===== src/rtl/pulse_gated_fifo_if.sv =====
// Valid/ready stream bundle used on both sides of pulse_gated_fifo.
// master drives valid/data, slave drives ready.
interface pulse_gated_fifo_if #(
  parameter int unsigned WIDTH = 32
);
  logic             valid;
  logic             ready;
  logic [WIDTH-1:0] data;

  modport master (output valid, output data, input ready);
  modport slave  (input valid, input data, output ready);
endinterface


===== src/rtl/pulse_gated_fifo.sv =====
// Rate-adapting FIFO: full-rate push side, output register that only moves on pulse cycles.
// Optional `level` port enabled by defining PULSE_GATED_FIFO_LEVEL_EN.
module pulse_gated_fifo #(
  parameter int unsigned WIDTH = 32,
  parameter int unsigned DEPTH = 4
) (
  input  logic                          clk,
  input  logic                          reset,
  input  logic                          pulse,
  pulse_gated_fifo_if.slave             producer,
  pulse_gated_fifo_if.master            consumer
`ifdef PULSE_GATED_FIFO_LEVEL_EN
  ,
  output logic [$clog2(DEPTH+2)-1:0]    level
`endif
);

  localparam int unsigned AW = $clog2(DEPTH);
  localparam int unsigned CW = AW + 1;
  localparam int unsigned LW = $clog2(DEPTH + 2);

  logic [WIDTH-1:0] mem [DEPTH];
  logic [AW-1:0]    wr_ptr, wr_ptr_nxt;
  logic [AW-1:0]    rd_ptr, rd_ptr_nxt;
  logic [CW-1:0]    count, count_nxt;
  logic             out_valid, out_valid_nxt;
  logic [WIDTH-1:0] out_data, out_data_nxt;
  logic             push, pop, load, refill;

  // Ready depends only on registered count, never on same-cycle pops.
  assign producer.ready = !reset && (count < CW'(DEPTH));
  assign consumer.valid = out_valid;
  assign consumer.data  = out_data;

  always_comb begin
    push          = producer.valid && producer.ready;
    pop           = pulse && out_valid && consumer.ready;
    refill        = pulse && (!out_valid || pop);
    // count is the registered value, so this cycle's write is not yet eligible
    load          = refill && (count != '0);
    wr_ptr_nxt    = wr_ptr;
    rd_ptr_nxt    = rd_ptr;
    out_valid_nxt = out_valid;
    out_data_nxt  = out_data;
    if (push) begin
      wr_ptr_nxt = wr_ptr + AW'(1);
    end
    if (refill) begin
      out_valid_nxt = load;
    end
    if (load) begin
      rd_ptr_nxt   = rd_ptr + AW'(1);
      out_data_nxt = mem[rd_ptr];
    end
    count_nxt = count + CW'(push) - CW'(load);
  end

  always_ff @(posedge clk) begin
    if (reset) begin
      wr_ptr    <= '0;
      rd_ptr    <= '0;
      count     <= '0;
      out_valid <= 1'b0;
      out_data  <= '0;
    end else begin
      wr_ptr    <= wr_ptr_nxt;
      rd_ptr    <= rd_ptr_nxt;
      count     <= count_nxt;
      out_valid <= out_valid_nxt;
      out_data  <= out_data_nxt;
    end
  end

  // Storage array needs no reset; pointers and count define what is live.
  always_ff @(posedge clk) begin
    if (push) begin
      mem[wr_ptr] <= producer.data;
    end
  end

`ifdef PULSE_GATED_FIFO_LEVEL_EN
  always_ff @(posedge clk) begin
    if (reset) begin
      level <= '0;
    end else begin
      level <= LW'(count_nxt) + LW'(out_valid_nxt);
    end
  end
`endif

endmodule


===== src/flat_wrapper.sv =====
// flat-port wrapper written by rule: the top's interface ports become plain ports
module pulse_gated_fifo_flat 
#(
  parameter int unsigned WIDTH = 32,
  parameter int unsigned DEPTH = 4
)
  (clk, reset, pulse, producer_valid, producer_data, producer_ready, consumer_valid, consumer_data, consumer_ready);
  pulse_gated_fifo_if #(.WIDTH(WIDTH)) producer_i ();
  pulse_gated_fifo_if #(.WIDTH(WIDTH)) consumer_i ();
  input  logic clk;
  input  logic reset;
  input  logic pulse;
  input wire logic [$bits(producer_i.valid)-1:0] producer_valid;
  input wire logic [$bits(producer_i.data)-1:0] producer_data;
  output wire logic [$bits(producer_i.ready)-1:0] producer_ready;
  output wire logic [$bits(consumer_i.valid)-1:0] consumer_valid;
  output wire logic [$bits(consumer_i.data)-1:0] consumer_data;
  input wire logic [$bits(consumer_i.ready)-1:0] consumer_ready;
  assign producer_i.valid = producer_valid;
  assign producer_i.data = producer_data;
  assign producer_ready = producer_i.ready;
  assign consumer_valid = consumer_i.valid;
  assign consumer_data = consumer_i.data;
  assign consumer_i.ready = consumer_ready;
  pulse_gated_fifo #(.WIDTH(WIDTH), .DEPTH(DEPTH)) u_core (.clk(clk), .reset(reset), .pulse(pulse), .producer(producer_i), .consumer(consumer_i));
endmodule

===== config.mk =====
export PLATFORM = sky130hd
export DESIGN_NAME = pulse_gated_fifo_flat
export DESIGN_NICKNAME = d
export VERILOG_FILES = /design/src/rtl/pulse_gated_fifo_if.sv /design/src/rtl/pulse_gated_fifo.sv /design/src/flat_wrapper.sv
export SDC_FILE = /design/constraint.sdc
export NUM_CORES = 1
export LEC_CHECK = 0
export ABC_CLOCK_PERIOD_IN_PS = 6900
export BUFFER_PORTS_ARGS = -buffer_cell sky130_fd_sc_hd__buf_4
export CORE_MARGIN = 1
export CORE_UTILIZATION = 58
export CTS_BUF_LIST = sky130_fd_sc_hd__clkbuf_8 sky130_fd_sc_hd__clkbuf_16
export CTS_CLUSTER_DIAMETER = 150
export DETAILED_ROUTE_END_ITERATION = 10
export GPL_TIMING_DRIVEN = 0
export PLACE_DENSITY = 0.79
export SLEW_MARGIN = 20
export SYNTH_ARGS = -nofsm -noshare
export SYNTH_HDL_FRONTEND = slang
export SYNTH_SLANG_ARGS = --single-unit

===== constraint.sdc =====
create_clock -name clk -period 6.9 [get_ports clk]
set_clock_uncertainty 0.05 [all_clocks]
set_input_delay 1.38 -clock clk [delete_from_list [all_inputs] [get_ports clk]]
set_output_delay 1.38 -clock clk [all_outputs]
set_load 0.02 [all_outputs]

==> results of run 1 <==
-- critical path, delay by kind of cell --
kind          cells  cell delay [ns]
simple gates      1             0.08
buf+inv           3             0.81
-- kinds of logic (layout without fill, tap and decap cells) --
| family | Yosys count | count (layout) | share of synthesized area |
|---|---|---|---|
| fa+ha+maj | 7 | 7 | 0.01469 |
| xor+xnor | 3 | 3 | 0.004060 |
| mux | 33 | 33 | 0.1142 |
| simple gates | 54 | 54 | 0.05103 |
| compound gates | 68 | 68 | 0.06631 |
| buf+inv | 42 | 146 | 0.03209 |
| flops | 168 | 168 | 0.7176 |
-- registers in the layout (all words and copies together) (netlist names) --
register,cells
u_core.count,3
u_core.rd_ptr,2
u_core.mem,128
u_core.consumer.data,32
u_core.wr_ptr,2
u_core.consumer.valid,1
-- cell usage in the layout, fill, tap and decap left out, drive strengths merged --
cell type  netlist  layout
ha               6       6
nand2b           1       1
nand4           33      33
a32oi            1       1
mux2             1       1
a21oi           33      33
or4              1       1
buf             23      95
xnor2            3       3
nor3b            1       1
fa               1       1
clkinv           0       5
or3              1       1
clkbuf          12      32
nor3             2       2
dfxtp           40      40
nor2             5       5
inv              7       8
o31ai           34      34
and2             4       4
mux4            32      32
nor2b            4       4
clkinvlp         0       3
edfxtp         128     128
bufinv           0       3
nand2            2       2
-- power breakdown --
group / internal, mW / total [mW] / switching [mW] / leakage [nW]
clock: 0.601 / 0.979 / 0.378 / 0.304
sequential: 1.18 / 1.23 / 0.0479 / 1.49
combinational: 0.285 / 0.663 / 0.378 / 0.952
total: 2.07 / 2.87 / 0.804 / 2.74
-- metal layers --
metal  part of all wire  vias up  global-route usage
met4              0.027        0              0.1341
li1                   -     1700                   -
met1               0.39     1952              0.3369
met2               0.51      172              0.4016
met5                  0        -                   0
met3              0.069       31             0.05811
-- area by class of cell --
cell class | instances | area, um^2 | area share
clock buffer | 20 | 478.0 | 0.06059
multi-input combinational | 165 | 1625 | 0.2060
clock inverter | 12 | 145.1 | 0.01840
timing repair buffer | 72 | 613.1 | 0.07772
sequential | 168 | 4644 | 0.5887
inverter | 7 | 26.28 | 0.003331
buffer | 35 | 181.4 | 0.02300
tap | 140 | 175.2 | 0.02220
-- path summary, 6_finish.rpt --
| path | end | slack (ns) | depth (start not counted) |
|---|---|---|---|
| max | producer_ready | 3.21 | 4 |
| min | u_core.consumer.data[28] | 0.42 | 2 |
| min reg2reg | u_core.consumer.data[28] | 0.42 | 2 |
| max reg2reg | u_core.count[2] | 4.14 | 10 |
==> impl_metrics.env, run 1 <==
export IMPL_cts_root_buf="clkbuf_8"
export IMPL_tns_ns=0
export IMPL_start_kind="primary input"
export IMPL_crit_fanout=10
export IMPL_dp_cells=587
export IMPL_ys_seq_elements=168
export IMPL_fp_dieH_um=107.6
export IMPL_tightest_slew_ns=0.6083
export IMPL_start_util=0.5971
export IMPL_powerDensity_mw_per_mm2=363.7
export IMPL_setup_viol=0
export IMPL_tritoncts="yes"
export IMPL_antenna_found_initial=0
export IMPL_dieWidth_um=107.6
export IMPL_wire_per_inst_um=21.69
export IMPL_grt_first_pass_wirelength_mm=20.82
export IMPL_h_tree_depth=4
export IMPL_overflow=0
export IMPL_setup_ws_ns=3.212
export IMPL_placedInstanceArea_mm2=0.007266
export IMPL_cts_buffer_depth=2
export IMPL_postCtsHoldBufs=0
export IMPL_cts_buffers=17
export IMPL_synth_most_common_cell="edfxtp_1"
export IMPL_n_fill_cell=668
export IMPL_worstHoldStart="u_core.consumer.data[28]"
export IMPL_io_pins=71
export IMPL_crit_slowest_cell="clkbuf_1"
export IMPL_area_growth_pct=21.88
export IMPL_dp_worst_setup_slack_ns=3.154
export IMPL_wl_mm=13.42
export IMPL_slew_limit_headroom=0.5922
export IMPL_clk_pin_slew_worst_paths_ns=0.06
export IMPL_leakage_nw=2.744
export IMPL_endpoint_kind="output pin"
export IMPL_cts_sinks=168
export IMPL_finalHoldViolations=0
export IMPL_outcome="finished, final reports clean"
export IMPL_grt_util_all_layers=0.2560
export IMPL_final_util=0.7277
export IMPL_routed_via_density=6.228
export IMPL_post_cts_setup_buffer_count=0
export IMPL_power_total_mw=2.869
export IMPL_place_hpwl_mm=8.431
export IMPL_critical_path_max_stage_delay_ns=0.39
export IMPL_core_area_mm2=0.01084
export IMPL_gp_congestion=0.8346
export IMPL_critical_path_arrival_ns=2.26
export IMPL_syn_area_mm2=0.006472
export IMPL_drtIter0Drc=281
export IMPL_maxCapViolCount=0
export IMPL_synthCells=375
export IMPL_async_reset_ff_frac=0
export IMPL_fin_nets=510
export IMPL_syn_nets=419
export IMPL_slew_viol_final=0
export IMPL_synthFlopType="edfxtp_1"
export IMPL_synth_area_leaders="edfxtp_1 59%, dfxtp_1 12%, mux4_2 10%"
export IMPL_fin_crit_ns=3.688
export IMPL_rr_startpoint="u_core.count[1]"
export IMPL_antenna_cells=0
export IMPL_cp_common_cell="clkbuf_1"
export IMPL_cp_cell_sequence="clkbuf_1 > clkbuf_1 > nor2_1 > buf_4"
export IMPL_dieArea_mm2=0.01159
export IMPL_synth_top_area_share=0.5939
export IMPL_yosysTopAreaCell="edfxtp_1"
export IMPL_required_ns=5.47
export IMPL_min_period_over_period=0.5346
export IMPL_max_freq_mhz=271.1
export IMPL_yosys_warnings=0
export IMPL_ir_drop_mv=0.2471
export IMPL_synthDistinctLibCells=28
export IMPL_critPathKind="in -> out"
export IMPL_cts_resized_gates=0
export IMPL_ant_nets=0
export IMPL_fin_cells=619
export IMPL_grt_start_max_net_pins=28
export IMPL_syn_area_per_cell_um2=17.26
export IMPL_synthTopCellsByCount="128 x edfxtp_1, 40 x dfxtp_1, 34 x o31ai_1"
export IMPL_portBuffers=68
export IMPL_clock_latency_ns=0.55
export IMPL_rsz0062_at_grt="no"
export IMPL_fin_area_mm2=0.007889
export IMPL_layout_drive_gt1_share=0.3340
export IMPL_num_rows=38
export IMPL_startpoint="reset"
export IMPL_drtPass1Iterations=5
export IMPL_grt_pass1_vias=3799
export IMPL_synth_edf_count=128
export IMPL_drc=0
export IMPL_yosysSeqAreaShare=0.7176
export IMPL_hold_slack_ns=0.4219
export IMPL_hp_class="reg -> reg"
export IMPL_vias=3855
No activity file was read; power rests on OpenSTA's default activity.
==> inputs of run 2 (changes only) <==
--- a/config.mk
+++ b/config.mk
@@ -5,15 +5,15 @@
 export SDC_FILE = /design/constraint.sdc
 export NUM_CORES = 1
 export LEC_CHECK = 0
-export ABC_CLOCK_PERIOD_IN_PS = 6900
+export ABC_CLOCK_PERIOD_IN_PS = 3100
 export BUFFER_PORTS_ARGS = -buffer_cell sky130_fd_sc_hd__buf_4
 export CORE_MARGIN = 1
-export CORE_UTILIZATION = 58
+export CORE_UTILIZATION = 52
 export CTS_BUF_LIST = sky130_fd_sc_hd__clkbuf_8 sky130_fd_sc_hd__clkbuf_16
 export CTS_CLUSTER_DIAMETER = 150
 export DETAILED_ROUTE_END_ITERATION = 10
 export GPL_TIMING_DRIVEN = 0
-export PLACE_DENSITY = 0.79
+export PLACE_DENSITY = 0.75
 export SLEW_MARGIN = 20
 export SYNTH_ARGS = -nofsm -noshare
 export SYNTH_HDL_FRONTEND = slang
==> constraint.sdc (replaced) <==
create_clock -name clk -period 3.1 [get_ports clk]
set_clock_uncertainty 0.05 [all_clocks]
set_input_delay 0.62 -clock clk [delete_from_list [all_inputs] [get_ports clk]]
set_output_delay 0.62 -clock clk [all_outputs]
set_load 0.02 [all_outputs]
==> impl_metrics.env, run 2 (synthesis gave the netlist of run 1 again) <==
export IMPL_outcome="finished, final reports clean"
export IMPL_top_register="u_core.mem"
export IMPL_endpoint_kind="flip-flop"
export IMPL_fin_cells=647
export IMPL_wire_per_inst_um=20.54
export IMPL_max_freq_mhz=361.5
export IMPL_slew_limit_headroom=0.5796
export IMPL_dp_worst_setup_slack_ns=0.08693
export IMPL_setup_viol=0
export IMPL_required_ns=3.35
export IMPL_r2r_end="u_core.count[2]"
export IMPL_critPathKind="reg -> reg"
export IMPL_drc=0
export IMPL_slew_viol_final=0
export IMPL_portBuffers=68
export IMPL_hp_class="in -> reg"
export IMPL_postCtsHoldBufs=0
export IMPL_leakage_nw=2.754
export IMPL_cts_sinks=168
export IMPL_start_util=0.5366
export IMPL_fp_dieH_um=113.6
export IMPL_r2r_slack_ns=0.33
export IMPL_rr_startpoint="u_core.count[0]"
export IMPL_grt_pass1_vias=3902
export IMPL_worstHoldStart="producer_data[7]"
export IMPL_grt_util_all_layers=0.2245
export IMPL_crit_fanout=10
export IMPL_wl_mm=13.29
export IMPL_cts_root_buf="clkbuf_16"
export IMPL_layout_drive_gt1_share=0.3319
export IMPL_start_kind="flip-flop"
export IMPL_grt_start_max_net_pins=23
export IMPL_fin_nets=510
export IMPL_tightest_slew_ns=0.6272
export IMPL_hold_end="u_core.mem[0][7]"
export IMPL_h_tree_depth=4
export IMPL_ir_drop_mv=0.4881
export IMPL_rsz0062_at_grt="no"
export IMPL_post_cts_setup_buffer_count=0
export IMPL_cts_buffer_depth=2
export IMPL_largest_reg_flops=128
export IMPL_core_area_mm2=0.01206
export IMPL_tritoncts="yes"
export IMPL_area_growth_pct=22.83
export IMPL_gp_congestion=0.8019
export IMPL_routed_via_density=5.839
export IMPL_clock_latency_ns=0.42
export IMPL_cp_cell_sequence="nor3_2 > buf_2 > nor3_1 > ha_1 > inv_1 > ha_1 > fa_1 > xnor2_1 > xnor2_1 > nor2_1"
export IMPL_placedInstanceArea_mm2=0.007293
export IMPL_min_period_over_period=0.8922
export IMPL_critical_path_max_stage_delay_ns=0.55
export IMPL_mostFrequentLayoutCells="128 x edfxtp_1, 68 x buf_4, 40 x dfxtp_1"
export IMPL_ant_nets=0
export IMPL_dp_cells=615
export IMPL_setup_ws_ns=0.3341
export IMPL_antenna_cells=0
export IMPL_powerDensity_mw_per_mm2=821.7
export IMPL_clk_pin_slew_worst_paths_ns=0.06
export IMPL_place_hpwl_mm=8.657
export IMPL_drtPass1Iterations=5
export IMPL_fin_area_mm2=0.007950
export IMPL_fin_crit_ns=2.766
export IMPL_finalHoldViolations=0
export IMPL_cts_buffers=17
export IMPL_dieArea_mm2=0.01290
export IMPL_grt_first_pass_wirelength_mm=21.22
export IMPL_io_pins=71
export IMPL_antenna_found_initial=0
export IMPL_reg2regPathDepth=10
export IMPL_vias=3778
export IMPL_crit_slowest_cell="nor3_2"
export IMPL_critical_path_arrival_ns=3.02
export IMPL_maxCapViolCount=0
export IMPL_drtIter0Drc=411
export IMPL_overflow=0
export IMPL_dieWidth_um=113.6
export IMPL_num_rows=40
export IMPL_final_common_cell="edfxtp_1"
export IMPL_cts_resized_gates=0
export IMPL_hold_path_depth=1
[run 2: cell types whose count changed in the layout (fill, tap and decap cells not counted), sizes merged]
| cell | change |
|---|---|
| inv | -1 |
| clkbuf | -3 |
| bufinv | +3 |
| clkinvlp | -1 |
| clkinv | +2 |
[run 2: worst max-delay path by stage]
stage | startpoint | to | depth (start not counted)
2_1_floorplan | pulse | u_core.count[2] | 11
3_3_place_gp | reset | u_core.mem[3][13] | 3
3_5_place_dp | consumer_ready | u_core.count[2] | 12
4_1_cts | u_core.count[0] | u_core.count[2] | 10
5_1_grt | u_core.consumer.valid | u_core.count[2] | 11
6_report | u_core.count[0] | u_core.count[2] | 10
[run 2: metrics by stage]
| stage | hold WS (ns) | utilization | power [mW] | TNS (ns) |
|---|---|---|---|---|
| global route | 0.3316 | 0.6591 | 6.781 | 0 |
| finish | 0.3408 | 0.6591 | 6.533 | 0 |
| floorplan | 0.4580 | - | 3.738 | 0 |
| global placement | 0.4094 | 0.5964 | 4.180 | -13.30 |
| CTS | 0.3289 | 0.6591 | 6.566 | 0 |
| detailed placement | 0.4161 | 0.6047 | 4.245 | 0 |
[run 2: power by group]
part | internal, mW | switching [mW] | leakage, nW
logic | 0.634 | 0.840 | 0.949
registers | 2.63 | 0.109 | 1.49
clock network | 1.50 | 0.826 | 0.317
total | 4.76 | 1.78 | 2.75
[run 2: routing by layer]
layer  vias to the layer above  global-route usage  routed length, um
met1                      1930              0.2805               5315
li1                       1701                   -                  -
met2                       123              0.3797               7056
met5                         -                   0                  0
met3                        24             0.04995                640
met4                         0             0.09561                278
[run 2: critical path: cells and delay by family, from the launching register on]
family	cells	cell delay (ns)
XOR/XNOR	2	0.32
adder cells (fa/ha/maj)	3	0.88
buffers and inverters	2	0.38
flip-flops	1	0.33
AND/OR/NAND/NOR	3	0.69
[run 2: final cells by class]
class                      count  area, um^2
buffer                        35       181.4
timing repair buffer          72       605.6
clock inverter                15       231.5
inverter                       7       26.28
sequential                   168        4644
tap                          168       210.2
clock buffer                  17       425.4
fill                         857        4111
multi-input combinational    165        1625
==> inputs of run 3 (changes only) <==
--- a/config.mk
+++ b/config.mk
@@ -5,15 +5,16 @@
 export SDC_FILE = /design/constraint.sdc
 export NUM_CORES = 1
 export LEC_CHECK = 0
+export ABC_AREA = 1
 export ABC_CLOCK_PERIOD_IN_PS = 3100
 export BUFFER_PORTS_ARGS = -buffer_cell sky130_fd_sc_hd__buf_4
 export CORE_MARGIN = 1
-export CORE_UTILIZATION = 52
+export CORE_UTILIZATION = 53
 export CTS_BUF_LIST = sky130_fd_sc_hd__clkbuf_8 sky130_fd_sc_hd__clkbuf_16
 export CTS_CLUSTER_DIAMETER = 150
 export DETAILED_ROUTE_END_ITERATION = 10
 export GPL_TIMING_DRIVEN = 0
-export PLACE_DENSITY = 0.75
+export PLACE_DENSITY = 0.76
 export SLEW_MARGIN = 20
 export SYNTH_ARGS = -nofsm -noshare
 export SYNTH_HDL_FRONTEND = slang
==> impl_metrics.env, run 3 <==
export IMPL_vias=4914
export IMPL_ir_drop_mv=0.4162
export IMPL_p_clk_frac=0.291
export IMPL_cts_buffer_depth=2
export IMPL_routed_via_density=4.667
export IMPL_largest_reg_flops=128
export IMPL_p_comb_frac=0.291
export IMPL_synth_area_leaders="edfxtp_1 53%, nand2_1 12%, dfxtp_1 11%"
export IMPL_final_common_cell="nand2_1"
export IMPL_dieArea_mm2=0.01404
export IMPL_max_freq_mhz=466.7
export IMPL_place_hpwl_mm=9.007
export IMPL_ys_seq_elements=168
export IMPL_critPathKind="reg -> reg"
export IMPL_finalHoldViolations=0
export IMPL_syn_area_per_cell_um2=9.326
export IMPL_io_pins=71
export IMPL_endpoint_kind="flip-flop"
export IMPL_rsz0062_at_grt="no"
export IMPL_h_tree_depth=4
export IMPL_tritoncts="yes"
export IMPL_antenna_cells=0
export IMPL_cts_sinks=168
export IMPL_layout_drive_gt1_share=0.1574
export IMPL_grt_met3_usage=0.04006
export IMPL_area_growth_pct=19.65
export IMPL_crit_fanout=10
export IMPL_yosysSeqAreaShare=0.6459
export IMPL_power_total_mw=6.631
export IMPL_fin_nets=908
export IMPL_p_sw_frac=0.3320
export IMPL_critical_path_arrival_ns=2.46
export IMPL_yosys_warnings=0
export IMPL_mostFrequentLayoutCells="233 x nand2_1, 177 x inv_1, 128 x edfxtp_1"
export IMPL_gp_congestion=0.7491
export IMPL_dp_cells=1021
export IMPL_grt_pass1_vias=4693
export IMPL_portBuffers=70
export IMPL_post_cts_setup_buffer_count=0
export IMPL_met1_usage=0.2657
export IMPL_postCtsHoldBufs=0
export IMPL_cts_buffers=17
export IMPL_switchingPower_mw=2.201
export IMPL_synth_edf_count=128
export IMPL_grt_util_all_layers=0.2170
export IMPL_clk_pin_slew_worst_paths_ns=0.06
export IMPL_leakage_nw=4.103
export IMPL_top_register="u_core.mem"
export IMPL_wire_per_inst_um=13.45
export IMPL_grt_start_max_net_pins=24
export IMPL_hold_slack_ns=0.3455
export IMPL_setup_viol=0
export IMPL_drtIter0Drc=305
export IMPL_placedInstanceArea_mm2=0.008061
export IMPL_slew_limit_headroom=0.5359
export IMPL_fin_area_mm2=0.008603
export IMPL_fin_cells=1053
export IMPL_grt_busiest_layer="met2"
export IMPL_start_kind="flip-flop"
export IMPL_core_area_mm2=0.01324
export IMPL_drc=0
export IMPL_num_rows=42
export IMPL_synth_most_common_cell="nand2_1"
export IMPL_hp_class="in -> reg"
export IMPL_drtPass1Iterations=5
export IMPL_synthDistinctLibCells=19
export IMPL_start_util=0.5430
export IMPL_maxCapViolCount=0
export IMPL_dieWidth_um=118.5
export IMPL_grtUsageMet2=0.3754
export IMPL_synthTopCellsByCount="233 x nand2_1, 177 x inv_1, 128 x edfxtp_1"
export IMPL_synth_top_area_share=0.5345
export IMPL_internal_power_mw=4.430
export IMPL_slew_viol_final=0
export IMPL_required_ns=3.41
export IMPL_syn_area_mm2=0.007191
export IMPL_clock_latency_ns=0.42
export IMPL_tightest_slew_ns=0.6962
export IMPL_cts_resized_gates=0
export IMPL_ant_nets=0
export IMPL_antenna_found_initial=0
export IMPL_wl_mm=14.17
export IMPL_sequentialPowerShare=0.418
export IMPL_grt_first_pass_wirelength_mm=22.70
export IMPL_powerDensity_mw_per_mm2=770.7
export IMPL_min_period_over_period=0.6912
export IMPL_fin_crit_ns=2.143
export IMPL_cts_root_buf="clkbuf_16"
export IMPL_fp_dieH_um=118.5
export IMPL_async_reset_ff_frac=0
export IMPL_synthCells=771
export IMPL_yosysTopAreaCell="edfxtp_1"
export IMPL_n_fill_cell=1088
export IMPL_synthFlopType="edfxtp_1"
export IMPL_syn_nets=815
export IMPL_outcome="finished, final reports clean"
export IMPL_overflow=0
[run 3: per-stage QoR]
| step | setup slack [ns] | setup TNS, ns | util |
|---|---|---|---|
| after floorplan | 0.03926 | 0 | - |
| after global placement | -0.9885 | -124.42 | 0.5993 |
| after detailed placement | 0.6192 | 0 | 0.6087 |
| after CTS | 0.9417 | 0 | 0.6497 |
| after global routing | 0.7921 | 0 | 0.6497 |
| final | 0.9573 | 0 | 0.6497 |
[run 3: logic make-up after synthesis]
logic type               Yosys count  share of synthesized area
AO/OA/AOI/OAI                      8                   0.006090
XOR/XNOR                           1                   0.001218
adder cells (fa/ha/maj)            7                    0.01322
buffers and inverters            211                     0.1255
flip-flops                       168                     0.6459
AND/OR/NAND/NOR                  376                     0.2081
[run 3: path summary, 6_finish.rpt]
path / startpoint / end / slack (ns) / depth (start not counted)
worst min register to register: u_core.consumer.data[3] / u_core.consumer.data[3] / 0.46 / 4
worst min-delay path: producer_data[6] / u_core.mem[3][6] / 0.35 / 1
worst max register to register: u_core.count[1] / u_core.count[2] / 0.96 / 12
worst max-delay path: u_core.count[1] / u_core.count[2] / 0.96 / 12
[run 3: cell type report]
class | count | area [um^2] | share of cell area
multi-input cells | 392 | 1674 | 0.1946
plain buffers | 32 | 230.2 | 0.02676
clock inverters | 15 | 116.4 | 0.01353
clock buffers | 17 | 425.4 | 0.04945
flip-flops and latches | 168 | 4644 | 0.5398
inverters | 179 | 671.9 | 0.07810
well taps | 176 | 220.2 | 0.02560
repair buffers | 74 | 620.6 | 0.07213
[run 3: power groups by stage]
| stage | Combinational [mW] | Clock [mW] | Sequential, mW |
|---|---|---|---|
| 5_1_grt | 2.18 | 2.05 | 2.80 |
| 3_3_place_gp | 1.87 | 0 | 2.82 |
| 3_5_place_dp | 1.93 | 0 | 2.82 |
| 4_1_cts | 1.95 | 1.95 | 2.77 |
| 2_1_floorplan | 1.11 | 0 | 2.99 |
| 6_report | 1.93 | 1.93 | 2.77 |
[run 3: critical path, cell delays in order, from the launching register on]
cell and delay, ns:
dfxtp_1 0.33, nor2_1 0.11, nand2_1 0.11, nand2_2 0.12, buf_4 0.20, inv_1 0.08, ha_1 0.28, inv_1 0.04
ha_1 0.18, fa_1 0.38, nand2_1 0.08, nand2_1 0.04, nor2_1 0.08
[run 3: routing by layer]
| layer | vias to the layer above | part of all wire |
|---|---|---|
| li1 | 2520 | - |
| met1 | 2207 | 0.42 |
| met2 | 173 | 0.50 |
| met3 | 14 | 0.061 |
| met4 | 0 | 0.017 |
| met5 | - | 0 |
